### src/rtl/binary_to_bcd_encoder.sv
// Sequential binary-to-BCD converter (shift-and-add-3), one input bit per clock.
// Latency: Start accepted at edge T -> Done pulse and new BCD after edge T+WIDTH.
// Backpressure: none; Start is ignored while Busy and is never queued.
module binary_to_bcd_encoder #(
  parameter int WIDTH  = 8,
  parameter int DIGITS = 3
) (
  input  logic                  Clk,
  input  logic                  Reset,
  input  logic                  Start,
  input  logic [WIDTH-1:0]      Binary,
  output logic [4*DIGITS-1:0]   BCD,
  output logic                  Busy,
  output logic                  Done,
  output logic                  Overflow
);

  localparam int BW = 4 * DIGITS;
  localparam int CW = $clog2(WIDTH + 1);

  typedef enum logic {
    IDLE,
    SHIFT
  } state_t;

  state_t          state;
  logic [WIDTH-1:0] bin_sr;
  logic [BW-1:0]    bcd_sr;
  logic             ovf_acc;
  logic [CW-1:0]    cnt;

  logic [BW-1:0]    corr;
  logic [BW-1:0]    bcd_next;
  logic             carry_out;

  // Add 3 to every nibble that is 5 or more so the following shift carries correctly into the next digit.
  always_comb begin
    corr = bcd_sr;
    for (int k = 0; k < DIGITS; k++) begin
      if (bcd_sr[4*k +: 4] >= 4'd5) begin
        corr[4*k +: 4] = bcd_sr[4*k +: 4] + 4'd3;
      end
    end
  end

  // The bit leaving the top digit is lost from BCD but remembered as an overflow.
  assign bcd_next  = {corr[BW-2:0], bin_sr[WIDTH-1]};
  assign carry_out = corr[BW-1];

  // Control FSM plus datapath registers; all outputs are registered.
  always_ff @(posedge Clk or posedge Reset) begin
    if (Reset) begin
      state    <= IDLE;
      bin_sr   <= '0;
      bcd_sr   <= '0;
      ovf_acc  <= 1'b0;
      cnt      <= '0;
      BCD      <= '0;
      Busy     <= 1'b0;
      Done     <= 1'b0;
      Overflow <= 1'b0;
    end else begin
      case (state)
        IDLE: begin
          Done <= 1'b0;
          if (Start) begin
            bin_sr  <= Binary;
            bcd_sr  <= '0;
            ovf_acc <= 1'b0;
            cnt     <= CW'(WIDTH);
            Busy    <= 1'b1;
            state   <= SHIFT;
          end
        end
        SHIFT: begin
          bin_sr  <= bin_sr << 1;
          bcd_sr  <= bcd_next;
          ovf_acc <= ovf_acc | carry_out;
          cnt     <= cnt - CW'(1);
          if (cnt == CW'(1)) begin
            BCD      <= bcd_next;
            Overflow <= ovf_acc | carry_out;
            Done     <= 1'b1;
            Busy     <= 1'b0;
            state    <= IDLE;
          end
        end
        default: begin
          state <= IDLE;
        end
      endcase
    end
  end

endmodule
### config.mk
export PLATFORM = sky130hd
export DESIGN_NAME = binary_to_bcd_encoder
export DESIGN_NICKNAME = d
export VERILOG_FILES = /design/src/rtl/binary_to_bcd_encoder.sv
export SDC_FILE = /design/constraint.sdc
export NUM_CORES = 1
export LEC_CHECK = 0
export ABC_AREA = 0
export CAP_MARGIN = 20
export CORE_MARGIN = 2
export CORE_UTILIZATION = 35
export DETAILED_ROUTE_END_ITERATION = 8
export PLACE_DENSITY_LB_ADDON = 0.25
export REMOVE_ABC_BUFFERS = 1
export SETUP_SLACK_MARGIN = 0.5
export SYNTH_ARGS = -nofsm -noshare
export SYNTH_HDL_FRONTEND = slang
export SYNTH_SLANG_ARGS = --single-unit
export TNS_END_PERCENT = 100
### constraint.sdc
create_clock -name Clk -period 1.7 [get_ports Clk]
set_input_delay 0.17 -clock Clk [delete_from_list [all_inputs] [get_ports Clk]]
set_output_delay 0.17 -clock Clk [all_outputs]
set_load 0.005 [all_outputs]
After elaboration in Yosys (flattened, before gate mapping)
Cells that the tools add are included.
Storage, ports and cells
  bits in registers: 41
  input port bits: 11
  output and inout port bits: 15
  word-level logic and storage cells: 42
Operators by class
  add/sub/neg operators: 4
  magnitude comparators: 3
  equal/unequal tests: 3
  mux-type cells: 19
  bitwise gates (word level): 2
  reduce and logical (&&, ||, !) cells: 2
Operators by type and width (count)
  $pmux W12 S2: 1
  $mux W4: 4
  $pmux W8 S2: 1
  $add A4 B2 Y4 const B: 3
  $ge A4 B3 Y1 const B: 3
  $mux W12: 1
  $mux W8: 1
  $pmux W1 S2: 4
  $pmux W4 S2: 1
  $mux W1: 6
  $eq A4 B1 Y1 const B: 1
  $reduce_and A2 Y1: 2
  $sub A4 B1 Y4 const B: 1
  $ne A2 B1 Y1 const B: 1
  $ne A2 B2 Y1 const B: 1
  $not A1 Y1: 1
  $or A1 B1 Y1: 1

Logic depth before layout (Yosys ltp)
Gate-level depths: netlist of run 1.
  depth after elaboration: 4
  depth in mapped cells: 7
  mapped depth without buffers: 6

Least setup slack after synthesis of run 1
No wires, ideal clock.
  path type: register to register
  from: register bcd_sr[0]
  to: register bcd_sr[2]
  setup time: 84 ps
  arrival time: 1416 ps
  required time: 1616 ps
  path slack: 200 ps
  stages on the path, launching flop included: 7
  buffers on the path: 0
  period minus slack after synthesis: 1500 ps
  cell sequence: dfrtp_1 inv_1 ha_1 nand2b_1 a21oi_1 mux2_2 o22ai_1
On the way
  longest elaborated chain between the ends: 3
  elaborated cells on any way between the ends: 4
  those cells by class: 1 x add/sub; 1 x order compare; 2 x mux
RTL lines
  start: declaration: line 28  | logic [BW-1:0] bcd_sr;
  start signal: assignment: line 77  | bcd_sr <= bcd_next;
  $add A4 B2 Y4 / $ge A4 B3 Y1 (equally long branches): line 41, 40
  $mux W4 (*): line 40  | if (bcd_sr[4*k +: 4] >= 4'd5) begin
  $pmux W12 S2 (*): line 63  | case (state)
Mark *: on every way between the ends. The rest lies on a longest branch, timed or not.
A chain may end at the register's enable or synchronous reset.

Final worst setup path of run 1
  from: register state
  to: register BCD[0]
On the way
  longest elaborated chain between the ends: 1
RTL lines
  start: declaration: line 26  | state_t state;
  start signal: assignment: line 53  | state <= IDLE;
  start signal: assignment: line 72  | state <= SHIFT;
  start signal: assignment: line 85  | state <= IDLE;
  $reduce_and A2 Y1 (no source line)
  end signal: assignment: line 81  | BCD <= bcd_next;
  end: declaration: line 12  | output logic [4*DIGITS-1:0] BCD,
No other way between the ends.

==> results of run 1 <==
power by group through the flow:
stage | Combinational (uW) | Sequential, uW | Clock (uW)
after CTS | 2610 | 1790 | 634
final | 2990 | 1810 | 607
after global routing | 3290 | 1880 | 673
after floorplan | 1200 | 1730 | 0
after global placement | 1880 | 1740 | 0
after detailed placement | 1910 | 1740 | 0
layout by cell type (no fill, tap or decap), types with 4 or more instances in the layout:
cell	count
nand2_1	27
inv_2	7
clkbuf_8	5
mux2_4	5
buf_4	25
dfrtp_1	39
a21o_1	4
nor2_1	4
o21ai_0	11
ha_4	4
dlygate4sd2_1	15
buf_6	10
o22ai_1	4
clkdlybuf4s50_1	10
nor2_2	5
mux2i_1	9
o21ai_1	7
a21oi_2	5
stage by stage:
stage,hold slack (ns),setup TNS [ns],total power (uW),utilization,area [um2]
detailed placement,0.464,0,3660,0.423,2300
CTS,0.250,0,5030,0.502,2730
global route,0.300,0,5840,0.534,2910
global placement,0.463,0,3620,0.423,2300
floorplan,0.256,-4.16,2930,-,1900
finish,0.230,0,5410,0.534,2910
critical path: stages (launching register included):
cell	delay, ns
dfrtp_1	0.40
clkinv_4	0.12
or4b_4	0.55
buf_4	0.18
nand2_1	0.07
nand2_1	0.05
registers in the layout, summed over array words and instances (netlist names):
| name | cells |
|---|---|
| bcd_sr | 12 |
| cnt | 4 |
| bin_sr | 8 |
| BCD | 12 |
| Done | 1 |
| ovf_acc | 1 |
| state | 1 |
| Busy | 1 |
| Overflow | 1 |
routing by layer:
| layer | track usage | up-vias |
|---|---|---|
| met5 | 0 | - |
| met4 | 0.0439 | 0 |
| met3 | 0.0391 | 6 |
| met2 | 0.258 | 29 |
| met1 | 0.199 | 765 |
| li1 | - | 776 |
timing repair:
item                       4_1_cts  5_1_grt
resized for setup               71       27
pin swaps                       15        8
gates cloned                     1        0
setup endpoints to repair       43       32
setup buffers                   19       10
hold endpoints to repair         0        0
cells by family after synthesis:
kind of cell    count (synthesis)  synth area share
compound gates                 47             0.137
buf+inv                        20            0.0433
fa+ha+maj                       8            0.0516
mux                            15            0.0807
simple gates                   55             0.140
flops                          41             0.529
xor+xnor                        4            0.0181
final cells by class:
class / count / area [um2] / area share
flip-flops and latches: 41 / 1030 / 0.354
multi-input cells: 129 / 1090 / 0.377
repair buffers: 62 / 567 / 0.195
clock buffers: 8 / 80.1 / 0.0276
well taps: 72 / 90.1 / 0.0310
inverters: 11 / 46.3 / 0.0159
worst max path at each step:
stage,start,endpoint,slack [ns]
2_1_floorplan,state$_DFF_PP0_,Overflow$_DFFE_PP0P_,-0.36
3_3_place_gp,bcd_sr[0]$_DFFE_PP0P_,bcd_sr[2]$_DFFE_PP0P_,0.09
3_5_place_dp,bcd_sr[0]$_DFFE_PP0P_,bcd_sr[2]$_DFFE_PP0P_,0.07
4_1_cts,cnt[1]$_DFFE_PP0P_,Overflow$_DFFE_PP0P_,0.23
5_1_grt,cnt[1]$_DFFE_PP0P_,BCD[3]$_DFFE_PP0P_,0.16
6_report,state$_DFF_PP0_,BCD[0]$_DFFE_PP0P_,0.22
==> results.sh, run 1 <==
export IMPL_rows=27
export IMPL_totalWireLength_um=4390
export IMPL_syn_inst=190
export IMPL_synth_top_area_frac=0.529
export IMPL_power_density_mw_per_mm2=1860
export IMPL_synth_most_common_cell="dfrtp_1"
export IMPL_yosysWarnings=0
export IMPL_wl_met1_um=1980
export IMPL_cts_hold_buffers=0
export IMPL_syn2layout_area_growth_pct=50.0
export IMPL_rsz0062_at_grt="true"
export IMPL_fin_skew_ns=0.00639
export IMPL_place_worst_setup_slack_ns=0.0730
export IMPL_synth_avg_cell_area_um2=10.2
export IMPL_grtUsageTotal=0.154
export IMPL_antennaDiodeCount=0
export IMPL_drc=0
export IMPL_yosysTopAreaCell="dfrtp_1"
export IMPL_gp_congestion=0.778
export IMPL_post_route_min_period_ns=1.48
export IMPL_synth_edff_count=0
export IMPL_wl_per_cell_um=13.6
export IMPL_die_h_um=78.4
export IMPL_cts_max_level=2
export IMPL_highest_layer="met4"
export IMPL_r2r_end="BCD[0]$_DFFE_PP0P_"
export IMPL_required_ns=1.88
export IMPL_yosysSeqAreaShare=0.529
export IMPL_drive_gt1_frac=0.394
export IMPL_io_pins=26
export IMPL_initial_core_util=0.356
export IMPL_cts_tree="yes"
export IMPL_cts_made_buffers=5
export IMPL_n_fill_cell=485
export IMPL_wl_met3_um=168
export IMPL_dpl_hpwl_um=2540
export IMPL_synth_top_cells_by_count="dfrtp_1, nand2_1, o21ai_0"
export IMPL_finalMaxSlewViolations=0
export IMPL_fmax_ghz=0.678
export IMPL_cellLeakagePower_uw=0.00132
export IMPL_cp_start_kind="flip-flop"
export IMPL_pwr_share_comb=0.552
export IMPL_layout_nets=269
export IMPL_grt_pass1_wl_um=7380
export IMPL_clock_latency_ns=0.29
export IMPL_slew_headroom=0.807
export IMPL_grt_max_degree=42
export IMPL_worst_ep_arrival_time_ns=1.66
export IMPL_path_class="flip-flop to flip-flop"
export IMPL_clock_sinks=41
export IMPL_maxCapViolCount=0
export IMPL_dominantRegCellSynth="dfrtp_1"
export IMPL_port_buffers=25
export IMPL_crit_fanout=12
export IMPL_placed_cells=285
export IMPL_ctsRootBufferMaster="clkbuf_8"
export IMPL_r2r_start="state$_DFF_PP0_"
export IMPL_wl_met2_um=2170
export IMPL_synth_cell_types=29
export IMPL_via_count=1576
export IMPL_grt_antenna_before_repair=0
export IMPL_die_width_um=78.4
export IMPL_syn_area_mm2=0.00194
export IMPL_viasPerCell=4.88
export IMPL_fin_crit_sh=0.868
export IMPL_ys_ff_latch=41
export IMPL_ant_nets=0
export IMPL_p_switching_uw=2000
export IMPL_synthTopCellsByArea="dfrtp_1, nand2_1, ha_1, mux2i_1, o21ai_0"
export IMPL_switching_share=0.370
export IMPL_cp_end_kind="flip-flop"
export IMPL_instances_no_fill=323
export IMPL_hold_violations=0
export IMPL_seqPwrFrac=0.335
export IMPL_setup_ws_ns=0.225
export IMPL_globalRoute_totalOverflow=0
export IMPL_setup_viol=0
export IMPL_dr_pass1_iters=4
export IMPL_p_clk_frac=0.112
export IMPL_first_global_vias=1555
export IMPL_die_area_mm2=0.00615
export IMPL_clkTransAtPathRegs_ns=0.08
export IMPL_status="completed"
export IMPL_reg2reg_slack_ns=0.22
export IMPL_coreArea_mm2=0.00544
export IMPL_ir_worst_vdd_mv=0.944
export IMPL_p_int_uw=3410
export IMPL_hp_class="input port to async pin"
export IMPL_clockBufferDepth=2
export IMPL_drt_iter0_drc=60
export IMPL_reg2reg_depth=5
export IMPL_tightest_slew_ns=0.289
export IMPL_async_flop_share=1.00
No activity file was read; power rests on OpenSTA's default activity.
==> run 2, diff against run 1 <==
--- a/config.mk
+++ b/config.mk
@@ -11,5 +11,6 @@
 export CORE_UTILIZATION = 35
 export DETAILED_ROUTE_END_ITERATION = 8
-export PLACE_DENSITY_LB_ADDON = 0.25
+export MAX_ROUTING_LAYER = met4
+export PLACE_DENSITY = 0.53
 export REMOVE_ABC_BUFFERS = 1
 export SETUP_SLACK_MARGIN = 0.5
==> constraint.sdc (replaced) <==
create_clock -name Clk -period 1.7 [get_ports Clk]
set_input_delay 0.34 -clock Clk [delete_from_list [all_inputs] [get_ports Clk]]
set_output_delay 0.34 -clock Clk [all_outputs]
set_load 0.005 [all_outputs]
==> run 2 against run 1 <==
Effect of this change:
- first-iteration DRC count shrank 75%
- clock-buffer cell count fell by 1
- critical path type unchanged
- critical endpoint is now Overflow$_DFFE_PP0P_
- final area rose by 3.0%
- largest power group unchanged
- largest cell class unchanged
==> results.sh, run 2 (synthesis gave the netlist of run 1 again) <==
export IMPL_rows=27
export IMPL_port_buffers=25
export IMPL_finalMaxSlewViolations=0
export IMPL_cts_max_level=2
export IMPL_wl_per_cell_um=14.0
export IMPL_worst_path_buf_inv=2
export IMPL_grt_pass1_wl_um=7680
export IMPL_clkTransAtPathRegs_ns=0.08
export IMPL_tightest_slew_ns=0.315
export IMPL_n_fill_cell=477
export IMPL_grt_antenna_before_repair=0
export IMPL_io_pins=26
export IMPL_hp_class="input port to async pin"
export IMPL_ant_nets=0
export IMPL_gp_congestion=0.708
export IMPL_path_class="flip-flop to flip-flop"
export IMPL_dr_pass1_iters=4
export IMPL_setup_ws_ns=0.202
export IMPL_slew_headroom=0.790
export IMPL_post_route_min_period_ns=1.50
export IMPL_cp_end_kind="flip-flop"
export IMPL_use_met2=0.271
export IMPL_fin_skew_ns=0.00417
export IMPL_clockBufferDepth=2
export IMPL_place_worst_setup_slack_ns=0.0412
export IMPL_clock_sinks=41
export IMPL_syn2layout_area_growth_pct=54.4
export IMPL_globalRouteMet3Util=0.0391
export IMPL_initial_core_util=0.356
export IMPL_hold_violations=0
export IMPL_crit_family="simple AND/OR/NAND/NOR gates"
export IMPL_slowest_stage="or4b_4"
export IMPL_die_area_mm2=0.00615
export IMPL_drt_iter0_drc=15
export IMPL_globalRoute_totalOverflow=0
export IMPL_fmax_ghz=0.667
export IMPL_drive_gt1_frac=0.502
export IMPL_coreArea_mm2=0.00544
export IMPL_first_global_vias=1564
export IMPL_worst_ep_arrival_time_ns=1.68
export IMPL_totalWireLength_um=4650
export IMPL_grtUsageTotal=0.166
export IMPL_cellLeakagePower_uw=0.00137
export IMPL_crit_fanout=8
export IMPL_setup_viol=0
export IMPL_final_core_util=0.550
export IMPL_fin_crit_sh=0.881
export IMPL_viasPerCell=4.78
export IMPL_layout_nets=277
export IMPL_via_count=1583
export IMPL_grt_max_degree=42
export IMPL_path_cells="inv_2 -> ha_4 -> or4b_4 -> buf_8 -> nor2_4 -> a21oi_2"
export IMPL_seq_area_mm2=0.00103
export IMPL_cts_made_buffers=5
export IMPL_rsz0062_at_grt="true"
export IMPL_required_ns=1.88
export IMPL_die_h_um=78.4
export IMPL_mostFrequentLayoutCell="dfrtp_1"
export IMPL_die_width_um=78.4
export IMPL_ctsRootBufferMaster="clkbuf_8"
export IMPL_ir_worst_vdd_mv=0.849
export IMPL_cp_start_kind="flip-flop"
export IMPL_cts_tree="yes"
export IMPL_maxCapViolCount=0
export IMPL_use_met1=0.202
export IMPL_top_usage_layer="met2"
export IMPL_dpl_hpwl_um=2500
export IMPL_drc=0
export IMPL_max_stage_delay_ns=0.49
export IMPL_cts_hold_buffers=0
export IMPL_power_density_mw_per_mm2=1920
export IMPL_final_cell_mix="dfrtp_1, buf_4, nand2_1, buf_2"
export IMPL_clock_latency_ns=0.29
export IMPL_top_regs="BCD x12, bcd_sr x12, bin_sr x8"
export IMPL_multi_input_area_mm2=0.00115
export IMPL_status="completed"
export IMPL_antennaDiodeCount=0
[run 2: cell count changes in the layout (fill, tap and decap cells not counted), moves of 3 or more]
cell	delta
buf_2	+16
dlygate4sd2_1	-14
buf_4	+8
buf_6	-3
clkbuf_1	-3
ha_4	+3
[run 2: per-layer routing]
metal	vias up	wire, um
met2	26	2390
met4	0	82
met3	7	147
li1	791	-
met1	759	2030
met5	-	0
[run 2: tightest hold or removal path: cells and delay by family]
| family | cells | cell delay (ns) |
|---|---|---|
| buf+inv | 3 | 0.73 |
[run 2: area by class of cell]
class,instances,area share
inverters,11,0.0146
clock inverters,1,0.00167
multi-input cells,129,0.385
well taps,72,0.0301
flip-flops and latches,41,0.344
clock buffers,7,0.0322
repair buffers,70,0.192
[run 2: timing repair]
action	4_1_cts	5_1_grt
endpoints found under the setup margin	49	32
gates resized for setup	120	37
pin swaps	15	12
cloned	2	0
buffers inserted	25	10
[run 2: worst paths after layout]
check	from	endpoint	cells after the start	slack, ns
setup reg to reg	cnt[1]$_DFFE_PP0P_	Overflow$_DFFE_PP0P_	6	0.20
setup / recovery	cnt[1]$_DFFE_PP0P_	Overflow$_DFFE_PP0P_	6	0.20
hold / removal	Reset	BCD[3]$_DFFE_PP0P_	3	0.40
min in group Clk	bin_sr[4]$_DFFE_PP0P_	bin_sr[5]$_DFFE_PP0P_	2	0.48
max in group asynchronous	Reset	cnt[0]$_DFFE_PP0P_	3	1.08
hold reg to reg	bin_sr[4]$_DFFE_PP0P_	bin_sr[5]$_DFFE_PP0P_	2	0.48
[run 2: through the flow]
step / hold slack, ns / TNS (ns) / total power (uW) / instance area [um2] / cells
4_1_cts: 0.412 / 0 / 5230 / 2780 / 321
2_1_floorplan: 0.426 / -4.16 / 2930 / 1900 / 181
3_5_place_dp: 0.469 / 0 / 3650 / 2310 / 286
3_3_place_gp: 0.468 / 0 / 3620 / 2310 / 286
6_report: 0.405 / 0 / 5760 / 2990 / 331
5_1_grt: 0.442 / 0 / 6210 / 2990 / 331
[run 2: where the power goes]
part           switching, uW  internal (uW)
Sequential               428           1410
Clock                    337            367
Combinational           1390           1830
Total                   2150           3610
